`src/rtl/axi_id_remapper.sv`:
```
// AXI4 ID-width compressor: maps wide upstream IDs onto a small pool of downstream IDs, restores them on R/B.
// Latency: zero cycles on every channel (address, data and response paths are combinational).
// Backpressure: AW/AR stall (valid and ready both low) while the ID has no slot or its slot is at max depth.

module axi_id_map_table #(
   parameter int S_ID_WIDTH     = 8,
   parameter int M_ID_WIDTH     = 2,
   parameter int MAX_TXN_PER_ID = 8
) (
   input  logic                  aclk,
   input  logic                  aresetn,
   input  logic [S_ID_WIDTH-1:0] req_id,
   input  logic                  req_fire,
   output logic                  accept,
   output logic [M_ID_WIDTH-1:0] req_m_id,
   input  logic [M_ID_WIDTH-1:0] rsp_id,
   input  logic                  rsp_fire,
   input  logic                  rsp_done,
   output logic [S_ID_WIDTH-1:0] rsp_s_id,
   output logic                  rsp_err
);
   localparam int N  = 1 << M_ID_WIDTH;
   localparam int CW = $clog2(MAX_TXN_PER_ID + 1);
   localparam logic [CW-1:0] MAX_CNT = CW'(MAX_TXN_PER_ID);

   typedef struct packed {
      logic                  vld;
      logic [S_ID_WIDTH-1:0] s_id;
      logic [CW-1:0]         cnt;
   } entry_t;

   entry_t tbl [N];

   logic                  hit_any;
   logic                  free_any;
   logic [M_ID_WIDTH-1:0] hit_idx;
   logic [M_ID_WIDTH-1:0] free_idx;
   logic [N-1:0]          inc_vec;
   logic [N-1:0]          dec_vec;

   // Descending scan so the lowest free index is the one left standing.
   always_comb begin
      hit_any  = 1'b0;
      free_any = 1'b0;
      hit_idx  = '0;
      free_idx = '0;
      for (int i = N - 1; i >= 0; i--) begin
         if (tbl[i].vld && (tbl[i].s_id == req_id)) begin
            hit_any = 1'b1;
            hit_idx = M_ID_WIDTH'(i);
         end
         if (!tbl[i].vld) begin
            free_any = 1'b1;
            free_idx = M_ID_WIDTH'(i);
         end
      end
   end

   assign accept   = hit_any ? (tbl[hit_idx].cnt < MAX_CNT) : free_any;
   assign req_m_id = hit_any ? hit_idx : free_idx;
   assign rsp_s_id = tbl[rsp_id].vld ? tbl[rsp_id].s_id : '0;
   assign rsp_err  = rsp_fire && !tbl[rsp_id].vld;

   always_comb begin
      inc_vec = '0;
      dec_vec = '0;
      for (int i = 0; i < N; i++) begin
         inc_vec[i] = req_fire && (req_m_id == M_ID_WIDTH'(i));
         dec_vec[i] = rsp_done && (rsp_id == M_ID_WIDTH'(i)) && tbl[i].vld;
      end
   end

   // A request and a completion on the same entry in one cycle cancel out.
   always_ff @(posedge aclk or negedge aresetn) begin
      if (!aresetn) begin
         for (int i = 0; i < N; i++) begin
            tbl[i] <= '0;
         end
      end else begin
         for (int i = 0; i < N; i++) begin
            if (inc_vec[i] && !dec_vec[i]) begin
               if (tbl[i].vld) begin
                  tbl[i].cnt <= tbl[i].cnt + CW'(1);
               end else begin
                  tbl[i] <= '{vld: 1'b1, s_id: req_id, cnt: CW'(1)};
               end
            end else if (dec_vec[i] && !inc_vec[i]) begin
               tbl[i].cnt <= tbl[i].cnt - CW'(1);
               if (tbl[i].cnt == CW'(1)) begin
                  tbl[i].vld <= 1'b0;
               end
            end
         end
      end
   end
endmodule

module axi_id_remapper #(
   parameter int ADDR_WIDTH     = 32,
   parameter int DATA_WIDTH     = 64,
   parameter int S_ID_WIDTH     = 8,
   parameter int M_ID_WIDTH     = 2,
   parameter int MAX_TXN_PER_ID = 8
) (
   input  logic                    aclk,
   input  logic                    aresetn,
   // upstream write address
   input  logic                    s_axi_awvalid,
   output logic                    s_axi_awready,
   input  logic [ADDR_WIDTH-1:0]   s_axi_awaddr,
   input  logic [S_ID_WIDTH-1:0]   s_axi_awid,
   input  logic [7:0]              s_axi_awlen,
   input  logic [2:0]              s_axi_awsize,
   input  logic [1:0]              s_axi_awburst,
   input  logic                    s_axi_awlock,
   input  logic [3:0]              s_axi_awcache,
   input  logic [2:0]              s_axi_awprot,
   input  logic [3:0]              s_axi_awqos,
   input  logic [3:0]              s_axi_awregion,
   // upstream read address
   input  logic                    s_axi_arvalid,
   output logic                    s_axi_arready,
   input  logic [ADDR_WIDTH-1:0]   s_axi_araddr,
   input  logic [S_ID_WIDTH-1:0]   s_axi_arid,
   input  logic [7:0]              s_axi_arlen,
   input  logic [2:0]              s_axi_arsize,
   input  logic [1:0]              s_axi_arburst,
   input  logic                    s_axi_arlock,
   input  logic [3:0]              s_axi_arcache,
   input  logic [2:0]              s_axi_arprot,
   input  logic [3:0]              s_axi_arqos,
   input  logic [3:0]              s_axi_arregion,
   // upstream write data
   input  logic                    s_axi_wvalid,
   output logic                    s_axi_wready,
   input  logic [DATA_WIDTH-1:0]   s_axi_wdata,
   input  logic [DATA_WIDTH/8-1:0] s_axi_wstrb,
   input  logic                    s_axi_wlast,
   // upstream write response
   output logic                    s_axi_bvalid,
   input  logic                    s_axi_bready,
   output logic [1:0]              s_axi_bresp,
   output logic [S_ID_WIDTH-1:0]   s_axi_bid,
   // upstream read data
   output logic                    s_axi_rvalid,
   input  logic                    s_axi_rready,
   output logic [DATA_WIDTH-1:0]   s_axi_rdata,
   output logic [1:0]              s_axi_rresp,
   output logic [S_ID_WIDTH-1:0]   s_axi_rid,
   output logic                    s_axi_rlast,
   // downstream write address
   output logic                    m_axi_awvalid,
   input  logic                    m_axi_awready,
   output logic [ADDR_WIDTH-1:0]   m_axi_awaddr,
   output logic [M_ID_WIDTH-1:0]   m_axi_awid,
   output logic [7:0]              m_axi_awlen,
   output logic [2:0]              m_axi_awsize,
   output logic [1:0]              m_axi_awburst,
   output logic                    m_axi_awlock,
   output logic [3:0]              m_axi_awcache,
   output logic [2:0]              m_axi_awprot,
   output logic [3:0]              m_axi_awqos,
   output logic [3:0]              m_axi_awregion,
   // downstream read address
   output logic                    m_axi_arvalid,
   input  logic                    m_axi_arready,
   output logic [ADDR_WIDTH-1:0]   m_axi_araddr,
   output logic [M_ID_WIDTH-1:0]   m_axi_arid,
   output logic [7:0]              m_axi_arlen,
   output logic [2:0]              m_axi_arsize,
   output logic [1:0]              m_axi_arburst,
   output logic                    m_axi_arlock,
   output logic [3:0]              m_axi_arcache,
   output logic [2:0]              m_axi_arprot,
   output logic [3:0]              m_axi_arqos,
   output logic [3:0]              m_axi_arregion,
   // downstream write data
   output logic                    m_axi_wvalid,
   input  logic                    m_axi_wready,
   output logic [DATA_WIDTH-1:0]   m_axi_wdata,
   output logic [DATA_WIDTH/8-1:0] m_axi_wstrb,
   output logic                    m_axi_wlast,
   // downstream write response
   input  logic                    m_axi_bvalid,
   output logic                    m_axi_bready,
   input  logic [1:0]              m_axi_bresp,
   input  logic [M_ID_WIDTH-1:0]   m_axi_bid,
   // downstream read data
   input  logic                    m_axi_rvalid,
   output logic                    m_axi_rready,
   input  logic [DATA_WIDTH-1:0]   m_axi_rdata,
   input  logic [1:0]              m_axi_rresp,
   input  logic [M_ID_WIDTH-1:0]   m_axi_rid,
   input  logic                    m_axi_rlast,
   output logic                    id_err
);
   logic                  rd_accept;
   logic                  rd_err;
   logic                  wr_accept;
   logic                  wr_err;
   logic [M_ID_WIDTH-1:0] rd_m_id;
   logic [M_ID_WIDTH-1:0] wr_m_id;
   logic [S_ID_WIDTH-1:0] rd_s_id;
   logic [S_ID_WIDTH-1:0] wr_s_id;
   logic                  rd_rsp_fire;
   logic                  wr_rsp_fire;

   assign rd_rsp_fire = m_axi_rvalid && s_axi_rready;
   assign wr_rsp_fire = m_axi_bvalid && s_axi_bready;

   axi_id_map_table #(
      .S_ID_WIDTH    (S_ID_WIDTH),
      .M_ID_WIDTH    (M_ID_WIDTH),
      .MAX_TXN_PER_ID(MAX_TXN_PER_ID)
   ) u_rd_table (
      .aclk    (aclk),
      .aresetn (aresetn),
      .req_id  (s_axi_arid),
      .req_fire(s_axi_arvalid && m_axi_arready && rd_accept),
      .accept  (rd_accept),
      .req_m_id(rd_m_id),
      .rsp_id  (m_axi_rid),
      .rsp_fire(rd_rsp_fire),
      .rsp_done(rd_rsp_fire && m_axi_rlast),
      .rsp_s_id(rd_s_id),
      .rsp_err (rd_err)
   );

   axi_id_map_table #(
      .S_ID_WIDTH    (S_ID_WIDTH),
      .M_ID_WIDTH    (M_ID_WIDTH),
      .MAX_TXN_PER_ID(MAX_TXN_PER_ID)
   ) u_wr_table (
      .aclk    (aclk),
      .aresetn (aresetn),
      .req_id  (s_axi_awid),
      .req_fire(s_axi_awvalid && m_axi_awready && wr_accept),
      .accept  (wr_accept),
      .req_m_id(wr_m_id),
      .rsp_id  (m_axi_bid),
      .rsp_fire(wr_rsp_fire),
      .rsp_done(wr_rsp_fire),
      .rsp_s_id(wr_s_id),
      .rsp_err (wr_err)
   );

   assign m_axi_awvalid  = s_axi_awvalid && wr_accept;
   assign s_axi_awready  = m_axi_awready && wr_accept;
   assign m_axi_awid     = wr_m_id;
   assign m_axi_awaddr   = s_axi_awaddr;
   assign m_axi_awlen    = s_axi_awlen;
   assign m_axi_awsize   = s_axi_awsize;
   assign m_axi_awburst  = s_axi_awburst;
   assign m_axi_awlock   = s_axi_awlock;
   assign m_axi_awcache  = s_axi_awcache;
   assign m_axi_awprot   = s_axi_awprot;
   assign m_axi_awqos    = s_axi_awqos;
   assign m_axi_awregion = s_axi_awregion;

   assign m_axi_arvalid  = s_axi_arvalid && rd_accept;
   assign s_axi_arready  = m_axi_arready && rd_accept;
   assign m_axi_arid     = rd_m_id;
   assign m_axi_araddr   = s_axi_araddr;
   assign m_axi_arlen    = s_axi_arlen;
   assign m_axi_arsize   = s_axi_arsize;
   assign m_axi_arburst  = s_axi_arburst;
   assign m_axi_arlock   = s_axi_arlock;
   assign m_axi_arcache  = s_axi_arcache;
   assign m_axi_arprot   = s_axi_arprot;
   assign m_axi_arqos    = s_axi_arqos;
   assign m_axi_arregion = s_axi_arregion;

   assign m_axi_wvalid   = s_axi_wvalid;
   assign s_axi_wready   = m_axi_wready;
   assign m_axi_wdata    = s_axi_wdata;
   assign m_axi_wstrb    = s_axi_wstrb;
   assign m_axi_wlast    = s_axi_wlast;

   assign s_axi_bvalid   = m_axi_bvalid;
   assign m_axi_bready   = s_axi_bready;
   assign s_axi_bresp    = m_axi_bresp;
   assign s_axi_bid      = wr_s_id;

   assign s_axi_rvalid   = m_axi_rvalid;
   assign m_axi_rready   = s_axi_rready;
   assign s_axi_rdata    = m_axi_rdata;
   assign s_axi_rresp    = m_axi_rresp;
   assign s_axi_rlast    = m_axi_rlast;
   assign s_axi_rid      = rd_s_id;

   always_ff @(posedge aclk or negedge aresetn) begin
      if (!aresetn) begin
         id_err <= 1'b0;
      end else if (rd_err || wr_err) begin
         id_err <= 1'b1;
      end
   end
endmodule

```
`config.mk`:
```
export PLATFORM = sky130hd
export DESIGN_NAME = axi_id_remapper
export DESIGN_NICKNAME = d
export VERILOG_FILES = /design/src/rtl/axi_id_remapper.sv
export SDC_FILE = /design/constraint.sdc
export NUM_CORES = 1
export LEC_CHECK = 0
export BUFFER_PORTS_ARGS = -buffer_cell sky130_fd_sc_hd__clkbuf_2
export CORE_AREA = 3 3 226 228
export DETAILED_ROUTE_END_ITERATION = 8
export DIE_AREA = 0 0 229 231
export PLACE_DENSITY_LB_ADDON = 0.2
export SETUP_SLACK_MARGIN = 0.05
export SYNTH_ARGS = -nofsm -noshare
export SYNTH_HDL_FRONTEND = slang
export SYNTH_HIERARCHICAL = 1
export SYNTH_SLANG_ARGS = --single-unit
```
`constraint.sdc`:
```
create_clock -name aclk -period 2.7 [get_ports aclk]
set_input_delay 0.54 -clock aclk [delete_from_list [all_inputs] [get_ports aclk]]
set_output_delay 0.54 -clock aclk [all_outputs]
set_load 0.02 [all_outputs]
```
# Word level (Yosys, flattened, before mapping)
# Cells that the tools add are included.
classes:
  addsub: 16
  bitwise: 12
  n_eq_ne: 28
  reduce_logical: 116
  order_cmp: 6
  n_mux: 98
op_table:
  columns: ["cell", "count"]
  rows:
  - ["2-to-1 mux 4 bit", 28]
  - ["binary-select mux 13 bit (select 2 bit)", 4]
  - ["== test 8 bit", 8]
  - ["logical AND 1 bit", 61]
  - ["2-to-1 mux 13 bit", 4]
  - ["2-to-1 mux 1 bit", 42]
  - ["2-to-1 mux 2 bit", 18]
  - ["adder 4 x 1 -> 4 bit (second input constant)", 8]
  - ["== test 4 x 1 -> 1 bit (second input constant)", 8]
  - ["AND reduction 2 bit", 16]
  - ["nonzero test 2 bit", 16]
  - ["subtractor 4 x 1 -> 4 bit (second input constant)", 8]
  - ["logical NOT 1 bit", 18]
  - ["== test 2 bit (second input constant)", 8]
  - ["2-to-1 mux 8 bit", 2]
  - ["greater-or-equal comparator 3 bit (second input constant)", 4]
  - ["inverter 2 -> 3 bit", 4]
  - ["== test 2 x 1 -> 1 bit (second input constant)", 4]
  - ["logical NOT 2 bit", 4]
  - ["< comparator 4 bit (second input constant)", 2]
  - ["inverter 1 bit", 8]
  - ["logical OR 1 bit", 1]
totals:
  regBits: 105
  in_bits: 296
  elab_cells: 301
  output_inout_bits: 295

# Longest topological paths before layout
depth:
  ltp_word: 18
  mapped_depth: 16
  mapped_depth_nobuf: 14

# Hierarchy
# Netlist, hierarchy kept.
by_module_without_submodules:
  columns: ["module", "n_inst", "cells_each", "seq_area_each_um2", "area_per_inst_um2"]
  rows:
  - ["axi_id_map_table (u_wr_table)", 1, 338, 1301.2, 3515.9]
  - ["axi_id_map_table (u_rd_table)", 1, 324, 1301.2, 3488.3]
  - ["axi_id_remapper", 1, 281, 25.0, 2114.5]

# Worst setup path before layout
# Ideal clock, no wire load.
synth_path:
  path_kind: "input-to-reg"
  from: "input port s_axi_awid[1]"
  to: "register u_wr_table/tbl[30] (netlist bit)"
  slack_ns: -0.470
  cell_stages: 13
  t_arrival_ns: 3.045
  setup_time_ns: 0.125
  path_buffers: 2
  required_time_ns: 2.575
  cell_sequence: "buf_2 -> xnor2_1 -> nand2_1 -> or3_1 -> a31o_1 -> a21oi_1 -> and3_1 -> inv_1 -> nor4_1 -> ha_1 -> nand2b_1 -> clkbuf_1 -> mux2_2"
synth_via:
  elab_chain_len: 16
  word_cells_on_any_way: 28
  cone_classes: "order compare: 1; eq/ne: 5; mux: 13; bitwise: 1; reduce/logical: 8"
synth_rtl:
  columns: ["element", "line_no", "source"]
  rows:
  - ["start: declaration", "111", "input logic [S_ID_WIDTH-1:0] s_axi_awid,"]
  - ["== test 8 bit", "48", "if (tbl[i].vld && (tbl[i].s_id == req_id)) begin"]
  - ["logical AND 1 bit", "48", null]
  - ["2-to-1 mux 2 bit (4 in a row)", "48", null]
  - ["inverter 2 -> 3 bit (not written as such)", "59", "assign accept = hit_any ? (tbl[hit_idx].cnt < MAX_CNT) : free_any;"]
  - ["binary-select mux 13 bit (select 2 bit)", "59", null]
  - ["2-to-1 mux 4 bit (not written as such) (2 in a row)", "59", null]
  - ["< comparator 4 bit", "59", null]
  - ["2-to-1 mux 1 bit (*)", "59", null]
  - ["net wr_accept", "199", "logic wr_accept;"]
  - ["logical AND 1 bit (*)", "237", ".req_fire(s_axi_awvalid && m_axi_awready && wr_accept),"]
  - ["logical AND 1 bit (*)", "68", "inc_vec[i] = req_fire && (req_m_id == M_ID_WIDTH'(i));"]
  - ["logical AND 1 bit (*)", "81", "if (inc_vec[i] && !dec_vec[i]) begin"]
  - ["AND reduction 2 bit (no source line) (*)", null, null]
  - ["end signal: indexed assignment", "85", "tbl[i] <= '{vld: 1'b1, s_id: req_id, cnt: CW'(1)};"]
  - ["end: declaration", "32", "entry_t tbl [N];"]
# The timed path passes the listed nets; every way through them passes the cells marked *. The select of a mux whose other input is x is not followed.
# A chain may end at the register's enable or synchronous reset.

# Worst setup path after layout
layout_path:
  from: "register u_wr_table/tbl[21] (netlist bit)"
  to: "register u_wr_table/tbl[16] (netlist bit)"
layout_via:
  elab_chain_len: 16
  word_cells_on_any_way: 23
  cone_classes: "order compare: 1; eq/ne: 2; mux: 12; bitwise: 1; reduce/logical: 7"
layout_rtl:
  columns: ["element", "line_no", "source"]
  rows:
  - ["== test 8 bit (*)", "48", null]
  - ["logical AND 1 bit (*)", "48", null]
  - ["2-to-1 mux 2 bit (3 in a row)", "48", null]
  - ["inverter 2 -> 3 bit (not written as such)", "59", null]
  - ["binary-select mux 13 bit (select 2 bit)", "59", null]
  - ["2-to-1 mux 4 bit (not written as such) (2 in a row)", "59", null]
  - ["< comparator 4 bit", "59", null]
  - ["2-to-1 mux 1 bit (*)", "59", null]
  - ["net wr_accept", "199", null]
  - ["logical AND 1 bit (*)", "237", null]
  - ["logical AND 1 bit (*)", "68", null]
  - ["logical NOT 1 bit", "87", "end else if (dec_vec[i] && !inc_vec[i]) begin"]
  - ["logical AND 1 bit", "87", null]
  - ["nonzero test 2 bit (no source line)", null, null]
# Marked as above.

==> metrics.md <==
| Metric | Value |
|---|---|
| RSZ-0062 raised after global routing | `yes` |
| Gr usage total | `0.141` |
| Vias in the first global route | `6,788` |
| Slew headroom | `0.756` |
| Simple-Gate Fraction of Synth Area | `0.117` |
| # diodes | `0` |
| Adder-cell share of the synthesized area | `0.0494` |
| Final period demand of the worst path | `2960 ps` |
| Final WL | `38,400 µm` |
| Crit-path leading delay family | `simple AND/OR/NAND/NOR gates` |
| Post-DP HPWL | `30,900 µm` |
| Worst Path Max Fanout | `7` |
| Die H | `231 µm` |
| GP Congestion | `0.743` |
| Tot Pwr | `6.27 mW` |
| Register area share after synthesis | `0.288` |
| XOR/XNOR Fraction of Synth Area | `0.0685` |
| Worst path buffer plus inverter count | `2` |
| Port Buffers | `60` |
| H-tree depth | `3` |
| Warnings, synthesis | `6` |
| Reg clk slew, reported paths | `approximately 80 ps` |
| Pins over their slew limit | `0` |
| Die area | `52,900 µm²` |
| Compound-Gate Fraction of Synth Area | `0.0701` |
| Pre-antenna DRT Iters | `7` |
| Critical R2R Launch | `u_wr_table/tbl[21]` |
| Total gr overflow | `0` |
| Rows | `between 80 and 90` |
| Proportion of synthesized area in mux cells | `0.142` |
| FF-to-FF End | `u_wr_table/tbl[16]` |
| Max_cap viols | `0` |
| Arrival @ worst endpoint | `about 3200 ps` |
| Final period util | `1.09` |
| Distinct cell type count after synthesis | `61` |
| Crit path from | `u_wr_table/tbl[21]` |
| CTS root buffer | `clkbuf_16` |
| Crit-path max cell delay | `410 ps` |
| CTS tree | `yes` |
| Fraction of registers with async set/reset | `1.00` |
| Commonest non-fill, non-tap cells in the layout | `144 x buf_4, 104 x dfrtp_1, 45 x mux2_2` |
| Avg Inst Size Synth | `a little under 10 µm²` |
| Syn_nets | `1,275` |
| Inserted Clock Buffers | `9` |
| Violated checks | `setup timing` |
| I/O Pins | `591` |
| DR WL/cell | `24.6 µm` |
| Met1 GRT Util | `0.139` |
| Proportion of layout cells with a drive suffix above 1 | `0.560` |
| Setup Viol. Count Final | `111` |
| R2r setup slk | `-260 ps` |
| Startpoint types | `flop` |
| Crit path cell chain | `xnor2_2 -> nand3_2 -> or3_4 -> o211a_1 -> a21oi_2 -> and3_4 -> buf_6 -> o211a_4 -> buf_6 -> ha_4 -> nor3_4 -> a21oi_2 -> o221ai_2` |
| Clock Latency Late Sink | `370 ps` |
| Post-synth EDFFs | `0` |
| Power per cell area | `565 nW/µm²` |
| Met2 Use GR | `0.203` |
| Final Util | `0.226` |
| ANT nets after route | `0` |
| Highest clock rate | `338 MHz` |
| Mapped Cells | `943` |
| Final setup margin | `-255 ps` |
| Final Net Count | `between 1,000 and 1,500` |
| Fin. Hold Viols | `0` |
| Crit Path Category | `flop to flop` |
| DRC errors left | `0` |
| Largest net degree at the start of global routing | `58` |
| Maximum clock path buffer count | `2` |
| Initial antenna violation count | `0` |
| Gr busiest metal | `met2` |
| Worst Path Required | `~3000 ps` |
| Hold crit path type | `input port to asynchronous set/reset pin` |
| R2R cell count | `13` |
| Clock sink count | `105` |
| First-pass GRT wire length | `53,200 µm` |
| Main combinational cell family by area after synthesis | `buffers and inverters` |
| Vias/cell | `4.07` |
| Worst slew pin tran | `362 ps` |
| Worst path slowest cell | `dfrtp_1` |
| Status | `finished, violations left` |
| Seq cells post-synth | `105` |
| Worst VDD drop | `slightly below 0.0003 V` |
| Netlist Area Pre-Place | `between 9000 and 10,000 µm²` |
| Initial Util | `0.186` |
| Area delta synth->final | `21.6%` |
| Starting DRT DRC Count | `206` |
| Die Span X | `roughly 230 µm` |
| P_leak | `4.85 nW` |
| Setup Skew | `around 10 ps` |
| Total number of vias | `6,361` |
| Commonest non-fill, non-tap cell in the layout | `buf_4` |
| Setup tns final | `-18,360 ps` |
| Core ar. | `49,100 µm²` |
| Met3 usage | `0.147` |
| Ys flop type | `dfrtp_1` |
| Critical Path Sink Type | `flop` |
==> metrics by stage <==
step | hold slack, ps | setup WS (ps) | area, µm² | cells
finish | 27.2 | -255 | 11100 | 1563
detailed placement | 434 | -856 | 9590 | 1513
global placement | 435 | -859 | 9590 | 1513
global route | 16.1 | -433 | 11100 | 1563
CTS | 9.63 | -249 | 10700 | 1547
floorplan | 244 | -260 | 9670 | 943
==> cells by family (layout without fill, tap and decap cells) <==
| logic type | Yosys count | in the layout |
|---|---|---|
| adders and majority gates | 36 | 36 |
| AOI/OAI and AO/OA | 97 | 97 |
| xor gates and xnor gates | 64 | 64 |
| muxes | 100 | 100 |
| and+or+nand+nor | 201 | 202 |
| DFF | 105 | 105 |
| buffers and inverters | 340 | 295 |
==> synthesized netlist by cell type, types with 8 or more instances <==
cell type | n | area, µm²
nand3_1 | 24 | 120
nand4_1 | 12 | 75.1
o21ai_0 | 17 | 85.1
clkbuf_1 | 17 | 63.8
o221ai_1 | 12 | 105
a21oi_1 | 32 | 160
buf_4 | 271 | 2030
xnor2_1 | 44 | 385
mux2_2 | 64 | 721
inv_1 | 28 | 105
and2_1 | 8 | 50.1
mux4_2 | 17 | 383
ha_1 | 36 | 450
mux2i_1 | 19 | 190
dfrtp_1 | 105 | 2630
buf_6 | 14 | 158
nor2b_1 | 19 | 119
nor3_1 | 22 | 110
nand2_1 | 40 | 150
xor2_1 | 16 | 140
nor2_1 | 40 | 150
==> what timing repair did <==
| item | in CTS | in global routing |
|---|---|---|
| cloned | 1 | 0 |
| pin swaps | 50 | 39 |
| buffers inserted | 22 | 18 |
| endpoints found under the hold margin | 0 | 0 |
| resized for setup | 148 | 79 |
| hold buffers | 0 | 0 |
| setup endpoints to repair | 120 | 125 |
==> layout make-up <==
type                    count  area, µm²
clock buffers              12        246
clock inverters             3       17.5
fillers                  5350      38000
inverters                  32        128
multi-input cells         499       5160
flip-flops and latches    105       2630
well taps                 664        831
repair buffers            248       2080
==> worst reg2reg max path, delay by kind of cell (launching register included) <==
| kind | cells | cell delay [ps] |
|---|---|---|
| AND/OR/NAND/NOR | 4 | 990 |
| AO/OA/AOI/OAI | 5 | 780 |
| flip-flops | 1 | 410 |
| XOR/XNOR | 1 | 240 |
| adder cells (fa/ha/maj) | 1 | 240 |
| buffers and inverters | 2 | 210 |
==> how the worst max path moves through the flow <==
stage          depth (start not counted)            endpoint
6_report                              13  u_wr_table/tbl[16]
5_1_grt                               10       s_axi_arready
4_1_cts                               10       m_axi_arvalid
3_5_place_dp                          13  u_wr_table/tbl[31]
3_3_place_gp                          13  u_wr_table/tbl[31]
2_1_floorplan                         13  u_wr_table/tbl[31]
==> sequential cells by signal, summed over array words and instances, names as in the netlist <==
register and cells:
u_rd_table/tbl 52, id_err 1, u_wr_table/tbl 52
==> report_power, final <==
group | internal [mW] | total [mW] | leakage, nW | switching [mW]
sequential | 1.85 | 2.17 | 1.28 | 0.320
combinational | 1.47 | 2.79 | 3.44 | 1.32
clock | 0.646 | 1.30 | 0.128 | 0.656
==> metal layers <==
layer / vias to the layer above / routed length [µm]
li1: 2854 / -
met1: 3008 / 13100
met2: 433 / 16100
met3: 64 / 8260
met4: 2 / 863
met5: - / 96
(Power assumes the default switching activity.)
